[config.mk]
export PLATFORM = sky130hd
export DESIGN_NAME = rram_access_sequencer
export DESIGN_NICKNAME = d
export VERILOG_FILES = /design/src/rtl/rram_access_sequencer.sv
export SDC_FILE = /design/constraint.sdc
export NUM_CORES = 1
export LEC_CHECK = 0
export BUFFER_PORTS_ARGS = -buffer_cell sky130_fd_sc_hd__buf_4
export CORE_ASPECT_RATIO = 1.1
export CORE_MARGIN = 4
export CORE_UTILIZATION = 30
export DETAILED_ROUTE_END_ITERATION = 12
export PLACE_DENSITY = 0.51
export SLEW_MARGIN = 20
export SYNTH_ARGS = -nofsm -noshare
export SYNTH_HDL_FRONTEND = slang
export SYNTH_SLANG_ARGS = --single-unit
export TNS_END_PERCENT = 1
[constraint.sdc]
create_clock -name clk -period 2.2 [get_ports clk]
set_clock_uncertainty 0.15 [all_clocks]
set_input_delay 0.44 -clock clk [delete_from_list [all_inputs] [get_ports clk]]
set_output_delay 0.44 -clock clk [all_outputs]
set_load 0.005 [all_outputs]
[src/rtl/rram_access_sequencer.sv]
// Host-side initiator for the RRAM array controller.
// Queues requests in a 2-deep FIFO and issues one EN pulse per operation.
module rram_access_sequencer #(
  parameter int B_SIZE    = 4,
  parameter int X_SIZE    = 4,
  parameter int Y_SIZE    = 6,
  parameter int RD_CYCLES = 3,
  parameter int WR_CYCLES = 1
) (
  input  logic              clk,
  input  logic              reset,
  input  logic              REQ_VALID,
  output logic              REQ_READY,
  input  logic              REQ_RW,
  input  logic [X_SIZE-1:0] REQ_X,
  input  logic [Y_SIZE-1:0] REQ_Y,
  input  logic [B_SIZE-1:0] REQ_WDATA,
  output logic              EN,
  output logic              RW,
  output logic [X_SIZE-1:0] X_ADDRESS,
  output logic [Y_SIZE-1:0] Y_ADDRESS,
  output logic [B_SIZE-1:0] WDATA,
  input  logic [B_SIZE-1:0] SA_DATA,
  output logic [B_SIZE-1:0] RD_DATA,
  output logic              RD_VALID,
  output logic              BUSY
);

  localparam int MAXC = (RD_CYCLES > WR_CYCLES) ? RD_CYCLES : WR_CYCLES;
  localparam int CW   = $clog2(MAXC) + 1;
  localparam int EW   = 1 + X_SIZE + Y_SIZE + B_SIZE;

  localparam logic [CW-1:0] RD_LOAD = CW'(RD_CYCLES - 1);
  localparam logic [CW-1:0] WR_LOAD = CW'(WR_CYCLES - 1);

  localparam logic [1:0] S_IDLE  = 2'd0;
  localparam logic [1:0] S_ISSUE = 2'd1;
  localparam logic [1:0] S_WAIT  = 2'd2;

  logic [1:0]    state;
  logic [CW-1:0] cnt;
  logic [EW-1:0] mem [2];
  logic [EW-1:0] head;
  logic          wr_ptr;
  logic          rd_ptr;
  logic [1:0]    count;
  logic          push;
  logic          pop;

  assign REQ_READY = (count < 2'd2);
  assign push      = REQ_VALID && REQ_READY;
  assign pop       = (state == S_IDLE) && (count != 2'd0);
  assign head      = mem[rd_ptr];

  always_ff @(posedge clk) begin
    if (push) begin
      mem[wr_ptr] <= {REQ_RW, REQ_X, REQ_Y, REQ_WDATA};
    end
  end

  always_ff @(posedge clk) begin
    if (reset) begin
      wr_ptr <= 1'b0;
      rd_ptr <= 1'b0;
      count  <= 2'd0;
    end else begin
      if (push) wr_ptr <= ~wr_ptr;
      if (pop)  rd_ptr <= ~rd_ptr;
      unique case ({push, pop})
        2'b10:   count <= count + 2'd1;
        2'b01:   count <= count - 2'd1;
        default: count <= count;
      endcase
    end
  end

  // Pop only from IDLE, so every operation is followed by an IDLE cycle.
  always_ff @(posedge clk) begin
    if (reset) begin
      state     <= S_IDLE;
      cnt       <= '0;
      EN        <= 1'b0;
      BUSY      <= 1'b0;
      RW        <= 1'b0;
      X_ADDRESS <= '0;
      Y_ADDRESS <= '0;
      WDATA     <= '0;
      RD_DATA   <= '0;
      RD_VALID  <= 1'b0;
    end else begin
      EN       <= 1'b0;
      RD_VALID <= 1'b0;
      unique case (state)
        S_IDLE: begin
          BUSY <= 1'b0;
          if (pop) begin
            {RW, X_ADDRESS, Y_ADDRESS, WDATA} <= head;
            EN    <= 1'b1;
            BUSY  <= 1'b1;
            state <= S_ISSUE;
          end
        end
        S_ISSUE: begin
          cnt   <= RW ? RD_LOAD : WR_LOAD;
          state <= S_WAIT;
        end
        S_WAIT: begin
          if (cnt == '0) begin
            state <= S_IDLE;
            BUSY  <= 1'b0;
            if (RW) begin
              RD_DATA  <= SA_DATA;
              RD_VALID <= 1'b1;
            end
          end else begin
            cnt <= cnt - 1'b1;
          end
        end
        default: begin
          state <= S_IDLE;
          BUSY  <= 1'b0;
        end
      endcase
    end
  end

endmodule

-- Word-level counts from Yosys, hierarchy flattened
Memories as Yosys holds them, arrays and structs flattened. A register that Yosys moved wholly into a read port is not among the register bits.
Index checks and enable logic that the tools add are counted.
- memories: 1
- input bits: 22
- output and inout port bits: 23
- word-level logic and storage cells: 54
- bits in writable memories: 30
- register bits after elaboration: 16
- memories (name ; words ; bits a word ; rd ports ; clocked after Yosys merged registers in ; write ports ; RTL line ; source):
    mem ; 2 ; 15 ; 1 ; 1 ; 1 ; 42 ; logic [EW-1:0] mem [2];
- add/subtract/negate cells: 3
- reduce and logical (&&, ||, !) cells: 14
- muxes and demuxes: 13
- bitwise gates (word level): 6
- equality and inequality tests: 7
- order comparisons: 1
- operator list (kind ; count):
    2-bit AND reduction ; 4
    2-bit 2-to-1 mux ; 3
    2-bit inequality test (second input constant) ; 3
    1-bit NOT ; 6
    2-bit case mux with 3 select lines ; 1
    3-bit case mux with 2 select lines ; 1
    2-bit nonzero test ; 3
    1-bit 2-to-1 mux ; 5
    2-bit by 1-bit equality test with 1-bit output (second input constant) ; 2
    2-bit equality test (second input constant) ; 2
    2-bit case mux with 2 select lines ; 1
    3-bit logical NOT ; 1
    3-bit 2-to-1 mux ; 1
    1-bit case mux with 3 select lines ; 1
    3-bit AND reduction ; 1
    3-bit OR reduction ; 1
    3-bit by 1-bit subtractor with 3-bit output (second input constant) ; 1
    2-bit by 1-bit adder with 2-bit output (second input constant) ; 1
    1-bit logical AND ; 2
    2-bit logical NOT ; 1
    2-bit less-than comparator (second input constant) ; 1
    2-bit OR reduction ; 1
    2-bit by 1-bit subtractor with 2-bit output (second input constant) ; 1

-- Depth between registers and ports, before layout
Gate-level depths: netlist of the first run.
- word-level depth: 4
- gate-level depth with buffers: 7
- depth with buffers taken out: 6

-- Least setup slack after synthesis of the first run
OpenSTA, ideal clock, no wires.
- kind: reg-to-reg
- start: register state[0]
- end: register count[1]
- data arrival time: 1621 ps
- period minus slack after synthesis: 1841 ps
- stages on the path, launching flop included: 7
- required time: 1980 ps
- buffers on the path: 2
- library setup time: 70 ps
- path slack: 359 ps
- cell sequence: dfxtp_1 buf_6 nor3_4 buf_2 ha_1 or3_1 a21oi_1
- cells in the longest elaborated chain, start to end: 4
- elaborated cells on any way between the ends: 6
- classes of those cells: 2 x eq/ne; 1 x mux; 3 x reduce/logical
- ends and longest elaborated chain (item ; RTL line ; source):
    from (decl) ; 40 ; logic [1:0] state;
    from (signal assigned) ; 80 ; state <= S_IDLE;
    from (signal assigned) ; 100 ; state <= S_ISSUE;
    from (signal assigned) ; 105 ; state <= S_WAIT;
    2-bit logical NOT (*) ; 52 ; assign pop = (state == S_IDLE) && (count != 2'd0);
    1-bit logical AND (*) ; 52 ;
    via pop ; 48 ; logic pop;
    2-bit by 1-bit equality test with 1-bit output / 2-bit equality test (equally long branches) ; 69 ; unique case ({push, pop})
    2-bit case mux with 2 select lines / 2-bit nonzero test (equally long branches) ; -- ;
    to (signal assigned) ; 70 ; 2'b10: count <= count + 2'd1;
    to (signal assigned) ; 71 ; 2'b01: count <= count - 2'd1;
    to (signal assigned) ; 72 ; default: count <= count;
    to (decl) ; 46 ; logic [1:0] count;
Mark *: on every way through the listed nets, which the timed path passes. The rest lies on a longest branch.
A chain may end at the register's enable or synchronous reset.

-- Worst setup path after layout of the first run
- start: register count[0]
- end: register count[1]
- cells in the longest elaborated chain, start to end: 4
- elaborated cells on any way between the ends: 10
- classes of those cells: 2 x add/sub; 1 x order compare; 2 x eq/ne; 1 x mux; 4 x reduce/logical
- ends and longest elaborated chain (item ; RTL line):
    2-bit less-than comparator / 2-bit nonzero test (equally long branches) ; 50, 52
    1-bit logical AND, on equally long branches ; 51, 52
    2-bit by 1-bit equality test with 1-bit output / 2-bit equality test (equally long branches) ; 69
    2-bit case mux with 2 select lines / 2-bit nonzero test (equally long branches) ; --
Parallel ways exist; a longest one is shown, timed or not.

==> results of run 1 <==
==> through the flow <==
stage / instances / utilization [%]
2_1_floorplan: 174 / -
3_3_place_gp: 299 / 35.9
3_5_place_dp: 299 / 35.9
4_1_cts: 315 / 39.6
5_1_grt: 315 / 39.6
6_report: 315 / 39.6
==> metal layers <==
| metal | share of wire, % | vias up | GRT usage (%) |
|---|---|---|---|
| met2 | 49 | 38 | 15.5 |
| met5 | 0 | - | 0 |
| li1 | - | 719 | - |
| met3 | 6.5 | 6 | 5.07 |
| met4 | 1.5 | 0 | 4.87 |
| met1 | 43 | 652 | 10.7 |
==> worst max-delay path: stages (launching register included) <==
cell and delay (ns):
dfxtp_1 0.33, nor2_1 0.27, nor3_4 0.06, ha_1 0.32, or3_1 0.37, a21oi_1 0.14
==> cells by family after synthesis <==
logic type,synth area share (%)
compound gates,7.09
xor+xnor,1.54
fa+ha+maj,1.65
buf+inv,4.29
flops,66.8
mux,9.24
simple gates,9.35
==> cells in the final DEF (no fill, tap or decap), drive strengths merged, types with 2 or more instances in the layout <==
cell / instances
clkbuf: 10
a21oi: 4
a211oi: 15
o21ai: 3
nor4: 2
mux2i: 21
xor2: 2
inv: 6
edfxtp: 30
clkinv: 2
nor2: 30
bufinv: 4
nor2b: 2
dfxtp: 31
xnor2: 2
nand2: 3
ha: 3
buf: 48
nor3: 2
==> cells in the mapped netlist, drive strengths merged (2+ instances only) <==
cell,number
dfxtp,31
edfxtp,30
nor2,30
mux2i,21
a211oi,15
buf,6
inv,6
a21oi,4
clkbuf,3
ha,3
nand2,3
o21ai,3
nor2b,2
nor3,2
nor4,2
xnor2,2
xor2,2
==> registers in the layout, indices dropped and copies added, names as in the netlist, 2 cells and up <==
signal     cells
state          2
RD_DATA        4
X_ADDRESS      4
Y_ADDRESS      6
cnt            3
mem           30
WDATA          4
count          2
==> final cells by class <==
class / instances / share of cell area (%)
repair buffers: 48 / 12.3
clock buffers: 10 / 4.68
clock inverters: 6 / 4.55
well taps: 87 / 3.70
inverters: 6 / 0.766
multi-input cells: 97 / 22.3
flip-flops and latches: 61 / 51.7
==> power breakdown <==
| part | switching [µW] | leakage [µW] | internal (µW) | total [µW] |
|---|---|---|---|---|
| logic | 547 | 0.000483 | 524 | 1070 |
| registers | 167 | 0.000535 | 1490 | 1660 |
| clock network | 436 | 0.000136 | 898 | 1330 |
==> worst paths after layout <==
path	startpoint	to	slack [ns]	depth (start not counted)
worst min register to register	RD_DATA[3]	RD_DATA[3]	0.35	2
worst max-delay path	count[0]	count[1]	0.49	5
worst min-delay path	REQ_WDATA[2]	mem[0][2]	0.14	1
worst max register to register	count[0]	count[1]	0.49	5
==> summary.md, run 1 <==
| Metric | Value |
|---|---|
| Footprint of the multi-input gates | between 600 and 700 µm² |
| Critical Path End Type | flop |
| Antenna-violating nets left | 0 |
| CTS tree | done |
| Required time worst endpoint | ~2.3 ns |
| CP Max Fanout | 3 |
| Endpoints failing setup | 0 |
| Max_cap viols | 0 |
| Drt first pass iters | 4 |
| Initial antenna violation count | 0 |
| Worst slack, placed | just under 0.5 ns |
| Vias in the first global route | roughly 1300 |
| Area of the mapped netlist | 2280 µm² |
| Longest Clk Path Bufs | 2 |
| Crit path arrival time | between 1.5 and 2 ns |
| Area grow syn2layout | 29.2% |
| Synth area leader | edfxtp_1 |
| Root Buffer Master | clkbuf_8 |
| Num CTS Buffers | 9 |
| # hold bufs at CTS | 0 |
| Total track usage | just under 10% |
| Worst-Margin Slew | ~0.37 ns |
| Via density | around 4.5 |
| DRC Markers | 0 |
| Area after DPL | roughly 2700 µm² |
| Slew HR | between 70% and 80% |
| Post-CTS resize count | 0 |
| Status | finished, final reports clean |
| Pwr Density | 1380 nW/µm² |
| Reg area | around 1500 µm² |
| PnR worst setup slack | about 0.5 ns |
| Port Buffers | 44 |
| Synth Flop Type | dfxtp_1 |
| Pin count of the biggest net entering global routing | 33 |
| Worst min path class | primary input to flop |
| Post-synth cell types | 31 |
| Final WL | 4180 µm |
| Syn Area/Cell | ~13 µm² |
| Vias | ~1400 |
| Leak Pwr | between 0.001 and 0.0015 µW |
| Hold Violations, Final | 0 |
| Post-synthesis sequential area ratio | 66.8% |
| Filler cells | a little over 700 |
| Width of the die | about 91 µm |
| Yosys top cell area share | 39.6% |
| Fin Setup TNS | 0 ns |
| Share of cells above drive strength 1 | 28.5% |
| H-tree depth | 3 |
| Dominant cells by area after synthesis | edfxtp_1, dfxtp_1, mux2i_1 |
| Fraction of registers with async set/reset | 0% |
| Gpl congestion | between 0.6 and 0.7 |
| Antenna Cells | 0 |
| Post-synth EDFFs | 30 |
| Pwr Total | slightly above 4000 µW |
| Net Count, Synth | 199 |
| Die area | between 9000 and 10000 µm² |
| Clk slew on worst S/H paths | around 0.07 ns |
| Per-cell routed wire length | ~13 µm |
| Boundary Pins | 45 |
| First-pass GRT wire length | 6490 µm |
| Gr ovfl total | 0 |
| Clk_lat worst skew | roughly 0.33 ns |
| Initial Utilization | 30.6% |
| Worst vdd ir | around 0.52 mV |
| 1st-iter DRT viols | 28 |
| Unrepaired setup endpoints after global routing | no |
| Hold Slack | approximately 0.14 ns |
| Num rows | 33 |
| Total of warnings raised by yosys | 0 |
| #FFs+latches synth | 61 |
| Max Freq | ~0.58 GHz |
| Core Footprint | approximately 7400 µm² |
| Post-CTS Setup Bufs | 0 |
| Fin. max-slew vios | 0 |
| Sink Count | 61 |
| Die Ht | between 90 and 100 µm |
| HPWL Detailed | roughly 2600 µm |
| Tmin final | between 1.5 and 2 ns |
| Crit Path Category | flop to flop |
| Final non-filler cell area | roughly 3000 µm² |
| Cells after Synth | approximately 170 |
| Nets | between 200 and 250 |
| CP startpoint kind | flop |
| Crit share post-route | between 70% and 80% |
Power figures use the tool's default switching activity.
==> run 2, diff against run 1 <==
==> constraint.sdc (replaced) <==
create_clock -name clk -period 1.7 [get_ports clk]
set_clock_uncertainty 0.15 [all_clocks]
set_input_delay 0.34 -clock clk [delete_from_list [all_inputs] [get_ports clk]]
set_output_delay 0.34 -clock clk [all_outputs]
set_load 0.005 [all_outputs]
==> summary.md, run 2 (synthesis results as in run 1) <==
| Metric | Value |
|---|---|
| Vias in the first global route | about 1400 |
| Final core area utilization | roughly two fifths |
| Worst vdd ir | roughly 0.74 mV |
| Crit Path Category | flop to flop |
| Unrepaired setup endpoints after global routing | yes |
| Max Freq | a little over 0.6 GHz |
| Required time worst endpoint | around 1.8 ns |
| Endpoints failing setup | 0 |
| Clk_lat worst skew | 0.33 ns |
| CP max stage cell | dfxtp_1 |
| Post-CTS Setup Bufs | 0 |
| Antenna-violating nets left | 0 |
| Per-cell routed wire length | between 10 and 15 µm |
| Fin Setup TNS | 0 ns |
| Placed Instances | between 300 and 400 |
| Num CTS Buffers | 9 |
| End of the worst register-to-register path | count[1] |
| Initial Utilization | between 30 and 40% |
| Gr ovfl total | 0 |
| Pwr Total | 4910 µW |
| Sink Count | 61 |
| Switching part of the total power | 31.1% |
| Hold Violations, Final | 0 |
| Crit share post-route | between 90 and 100% |
| Area grow syn2layout | 29.4% |
| Top flop regs | mem: 30 flops, Y_ADDRESS: 6 flops |
| Die area | 9050 µm² |
| Reg-to-Reg Start | count[0] |
| Slew HR | 76.0% |
| Antenna Cells | 0 |
| Register share of total power | 43.4% |
| Pin count of the biggest net entering global routing | 33 |
| Final non-filler cell total | about 320 |
| H-tree depth | 3 |
| CP startpoint | count[0] |
| Tmin final | between 1.5 and 2 ns |
| Final WL | between 3000 and 4000 µm |
| CP startpoint kind | flop |
| DRC Markers | 0 |
| CP Max Fanout | 3 |
| Status | finished, final reports clean |
| Worst-Margin Slew | 0.359 ns |
| Total track usage | roughly 9.6% |
| Critical Path End Type | flop |
| Boundary Pins | 45 |
| First-pass GRT wire length | roughly 6600 µm |
| Longest Clk Path Bufs | 2 |
| Core Footprint | 7430 µm² |
| Vias | around 1400 |
| CP endpoint | count[1] |
| Switch Pwr | about 1500 µW |
| Port Buffers | between 40 and 50 |
| 1st-iter DRT viols | 35 |
| Num rows | 33 |
| Width of the die | 91.0 µm |
| R2R depth | 5 |
| Pint | around 3400 µW |
| Pwr Density | 1670 nW/µm² |
| Via density | around 4.4 |
| Worst min path class | primary input to flop |
| HPWL Detailed | ~2600 µm |
| Most common cell after layout, fill and taps aside | buf_4 |
| Crit path arrival time | 1.72 ns |
| Power share of the clock group | between 20% and 30% |
| Top reg by flops | mem |
| Leak Pwr | around 0.0011 µW |
| Most frequent cells in the layout | buf_4, dfxtp_1, edfxtp_1 |
| Drt first pass iters | 4 |
| CTS tree | done |
| Initial antenna violation count | 0 |
| Fin. max-slew vios | 0 |
| Die Ht | 99.4 µm |
| Combinational Power Share | between 30% and 40% |
| Root Buffer Master | clkbuf_8 |
| Cells along the critical path | nor2_1 -> nor3_4 -> ha_4 -> or3_1 -> a21oi_1 |
| Share of cells above drive strength 1 | between 30% and 40% |
| Gpl congestion | 0.710 |
| Max FFs per register | 30 |
| Clk slew on worst S/H paths | roughly 0.070 ns |
| Reg2Reg Setup Slack | slightly below 0.09 ns |
| Max_cap viols | 0 |
| Slowest stage delay, CP | 0.38 ns |
| Nets | around 250 |
[run 2: worst min path at each step]
stage / from / end / slack [ns] / cells past startpoint
after detailed placement: cnt[1] / cnt[1] / 0.34 / 2
after global routing: REQ_WDATA[2] / mem[1][2] / 0.006 / 1
after global placement: RD_DATA[0] / RD_DATA[0] / 0.33 / 2
after CTS: REQ_X[0] / mem[0][10] / 0.009 / 1
final: REQ_X[0] / mem[1][10] / 0.03 / 1
after floorplan: reset / state[1] / 0.26 / 1
[run 2: critical path, delay by kind of cell, from the launching register on]
kind	cells	cell delay (ns)
fa+ha+maj	1	0.24
simple gates	3	0.64
flops	1	0.38
compound gates	1	0.14
[run 2: layer usage]
metal,wire length (µm),share of wire [%],up-vias,track usage (%)
met5,0,0,-,0
met4,88,2.2,0,5.57
met3,243,6.1,7,3.86
met2,1980,50,36,15.2
met1,1680,42,631,11.1
li1,-,-,727,-
[run 2: timing repair]
action,CTS,global route
gates resized for setup,0,4
hold buffers,0,0
setup endpoints to repair,0,2
[run 2: metrics by stage]
step                      cell area, µm²  setup slack (ns)  hold WS (ns)
final                               2940            0.0894        0.0347
after global routing                2940          -0.00338       0.00608
after CTS                           2930            0.0786       0.00897
after detailed placement            2730             0.100         0.336
after global placement              2730             0.125         0.328
after floorplan                     2300           -0.0333         0.262
[run 2: area by class of cell]
cell class / count / area [µm²]
inverter: 6 / 22.5
multi-input combinational: 97 / 683
timing repair buffer: 51 / 408
clock buffer: 9 / 124
clock inverter: 7 / 75.1
tap: 87 / 109
fill: 726 / 4490
sequential: 61 / 1520
[run 2: power by group through the flow]
stage,Clock [µW],Combinational [µW],Sequential (µW)
2_1_floorplan,0,992,2120
5_1_grt,1400,1690,2180
6_report,1260,1510,2130
3_5_place_dp,0,1530,2170
4_1_cts,1330,1540,2140
3_3_place_gp,0,1520,2160
==> run 3, diff against run 2 <==
--- a/config.mk
+++ b/config.mk
@@ -8,9 +8,9 @@
 export BUFFER_PORTS_ARGS = -buffer_cell sky130_fd_sc_hd__buf_4
 export CORE_ASPECT_RATIO = 1.1
 export CORE_MARGIN = 4
-export CORE_UTILIZATION = 30
+export CORE_UTILIZATION = 53
 export DETAILED_ROUTE_END_ITERATION = 12
-export PLACE_DENSITY = 0.51
+export PLACE_DENSITY = 0.79
 export SLEW_MARGIN = 20
 export SYNTH_ARGS = -nofsm -noshare
 export SYNTH_HDL_FRONTEND = slang
==> summary.md, run 3 (synthesis results as in run 1) <==
| Metric | Value |
|---|---|
| Crit path arrival time | about 1.7 ns |
| H-tree depth | 3 |
| Share of cells above drive strength 1 | 30.4% |
| CTS tree | done |
| Worst-Margin Slew | approximately 0.36 ns |
| Leak Pwr | about 0.0011 µW |
| Crit share post-route | between 90% and 100% |
| Clk_lat worst skew | 0.33 ns |
| Gr ovfl total | 0 |
| Max FFs per register | 30 |
| Gpl congestion | 0.753 |
| HPWL Detailed | around 2800 µm |
| Required time worst endpoint | about 1.8 ns |
| Reg2Reg Setup Slack | roughly 0.082 ns |
| Hold Violations, Final | 0 |
| Die area | between 5000 and 6000 µm² |
| Fin. max-slew vios | 0 |
| Final WL | 4250 µm |
| Tmin final | ~1.6 ns |
| Endpoints failing setup | 0 |
| Drt first pass iters | 4 |
| Unrepaired setup endpoints after global routing | yes |
| Max_cap viols | 0 |
| Critical Path End Type | flop |
| Total track usage | around 17% |
| Pwr Density | 1710 nW/µm² |
| Worst vdd ir | approximately 1.2 mV |
| Cells along the critical path | inv_1 -> ha_1 -> nor2b_1 -> nor3_1 -> o21ai_0 -> a21oi_1 |
| Die Ht | around 77 µm |
| Area grow syn2layout | 26.6% |
| Most frequent cells in the layout | buf_4, edfxtp_1, dfxtp_1 |
| Status | finished, final reports clean |
| Via density | 5.42 |
| Worst min path class | primary input to flop |
| Per-cell routed wire length | ~15 µm |
| Antenna-violating nets left | 0 |
| CP Max Fanout | 3 |
| Boundary Pins | 45 |
| Hold Path Cell Cnt | 1 |
| Top reg by flops | mem |
| Filler cells | approximately 300 |
| Most common cell after layout, fill and taps aside | buf_4 |
| Crit Path Category | flop to flop |
| Nets | 250 |
| End of the worst register-to-register path | cnt[0] |
| Reg-to-Reg Start | cnt[0] |
| Sink Count | between 60 and 70 |
| First-pass GRT wire length | around 7000 µm |
| Slowest stage delay, CP | roughly 0.34 ns |
| DRC Markers | 0 |
| R2R depth | 6 |
| Initial Utilization | a little under three fifths |
| CP max stage cell | nor2b_1 |
| Top flop regs | mem: 30 flops, Y_ADDRESS: 6 flops |
| Core Footprint | between 4000 and 5000 µm² |
| CP startpoint kind | flop |
| Antenna Cells | 0 |
| # hold bufs at CTS | 0 |
| Port Buffers | between 40 and 50 |
| 1st-iter DRT viols | just under 90 |
| Vias in the first global route | 1576 |
| Pin count of the biggest net entering global routing | 33 |
| Worst Hold End | mem[0][0] |
| Vias | between 1500 and 2000 |
| Num rows | 24 |
| Clk slew on worst S/H paths | ~0.060 ns |
| Width of the die | slightly above 70 µm |
| Pwr Total | 4930 µW |
| Longest Clk Path Bufs | 2 |
| Num CTS Buffers | 9 |
| Hold Startpoint | REQ_WDATA[0] |
| Max Freq | around 0.62 GHz |
| Initial antenna violation count | 0 |
| Slew HR | 75.8% |
| Root Buffer Master | clkbuf_8 |
| Hold Slack | approximately 0.042 ns |
[run 3: where the power goes]
group | switching, µW | internal (µW) | total (µW) | leakage, µW
Combinational | 785 | 751 | 1540 | 0.000500
Clock | 522 | 741 | 1260 | 0.0000981
Sequential | 200 | 1930 | 2130 | 0.000535
Total | 1510 | 3420 | 4930 | 0.00113
[run 3: layer usage]
layer	routed length [µm]	global-route usage (%)	part of all wire (%)	vias up
li1	-	-	-	724
met1	1490	16.8	35	743
met2	2430	30.1	57	46
met3	246	6.41	5.8	16
met4	83	9.96	2.0	0
met5	0	0	0	-
[run 3: layout make-up]
type	count	area (µm²)	share of cell area [%]
clock buffer	11	151	5.25
clock inverter	5	48.8	1.69
inverter	6	22.5	0.782
multi-input combinational	97	678	23.5
sequential	61	1520	52.9
tap	52	65.1	2.26
timing repair buffer	50	392	13.6
[run 3: repair_timing]
| item | in CTS | in global routing |
|---|---|---|
| resized for setup | 0 | 5 |
| buffers inserted | 0 | 0 |
| setup endpoints to repair | 0 | 9 |
[run 3: worst max-delay path by stage]
| stage | start | endpoint | slack (ns) | depth (start not counted) |
|---|---|---|---|---|
| floorplan | state[1] | count[1] | -0.03 | 6 |
| global placement | count[0] | count[1] | 0.13 | 5 |
| detailed placement | count[0] | Y_ADDRESS[3] | 0.07 | 5 |
| CTS | count[0] | Y_ADDRESS[3] | 0.05 | 5 |
| global route | count[1] | count[1] | -0.01 | 5 |
| finish | cnt[0] | cnt[0] | 0.08 | 6 |
[run 3: critical path, delay by kind of cell (launching register included)]
kind	cells	cell delay (ns)
AND/OR/NAND/NOR	2	0.41
flip-flops	1	0.33
AO/OA/AOI/OAI	2	0.30
adder cells (fa/ha/maj)	1	0.20
buffers and inverters	1	0.10
[run 3: metrics by stage]
| step | TNS (ns) | cells | setup slack (ns) | util (%) | cell area [µm²] |
|---|---|---|---|---|---|
| floorplan | -0.0333 | 174 | -0.0333 | - | 2300 |
| global placement | 0 | 266 | 0.135 | 65.8 | 2670 |
| detailed placement | 0 | 266 | 0.0662 | 65.8 | 2670 |
| CTS | 0 | 282 | 0.0480 | 70.8 | 2870 |
| global route | -0.0120 | 282 | -0.0120 | 71.1 | 2880 |
| finish | 0 | 282 | 0.0818 | 71.1 | 2880 |
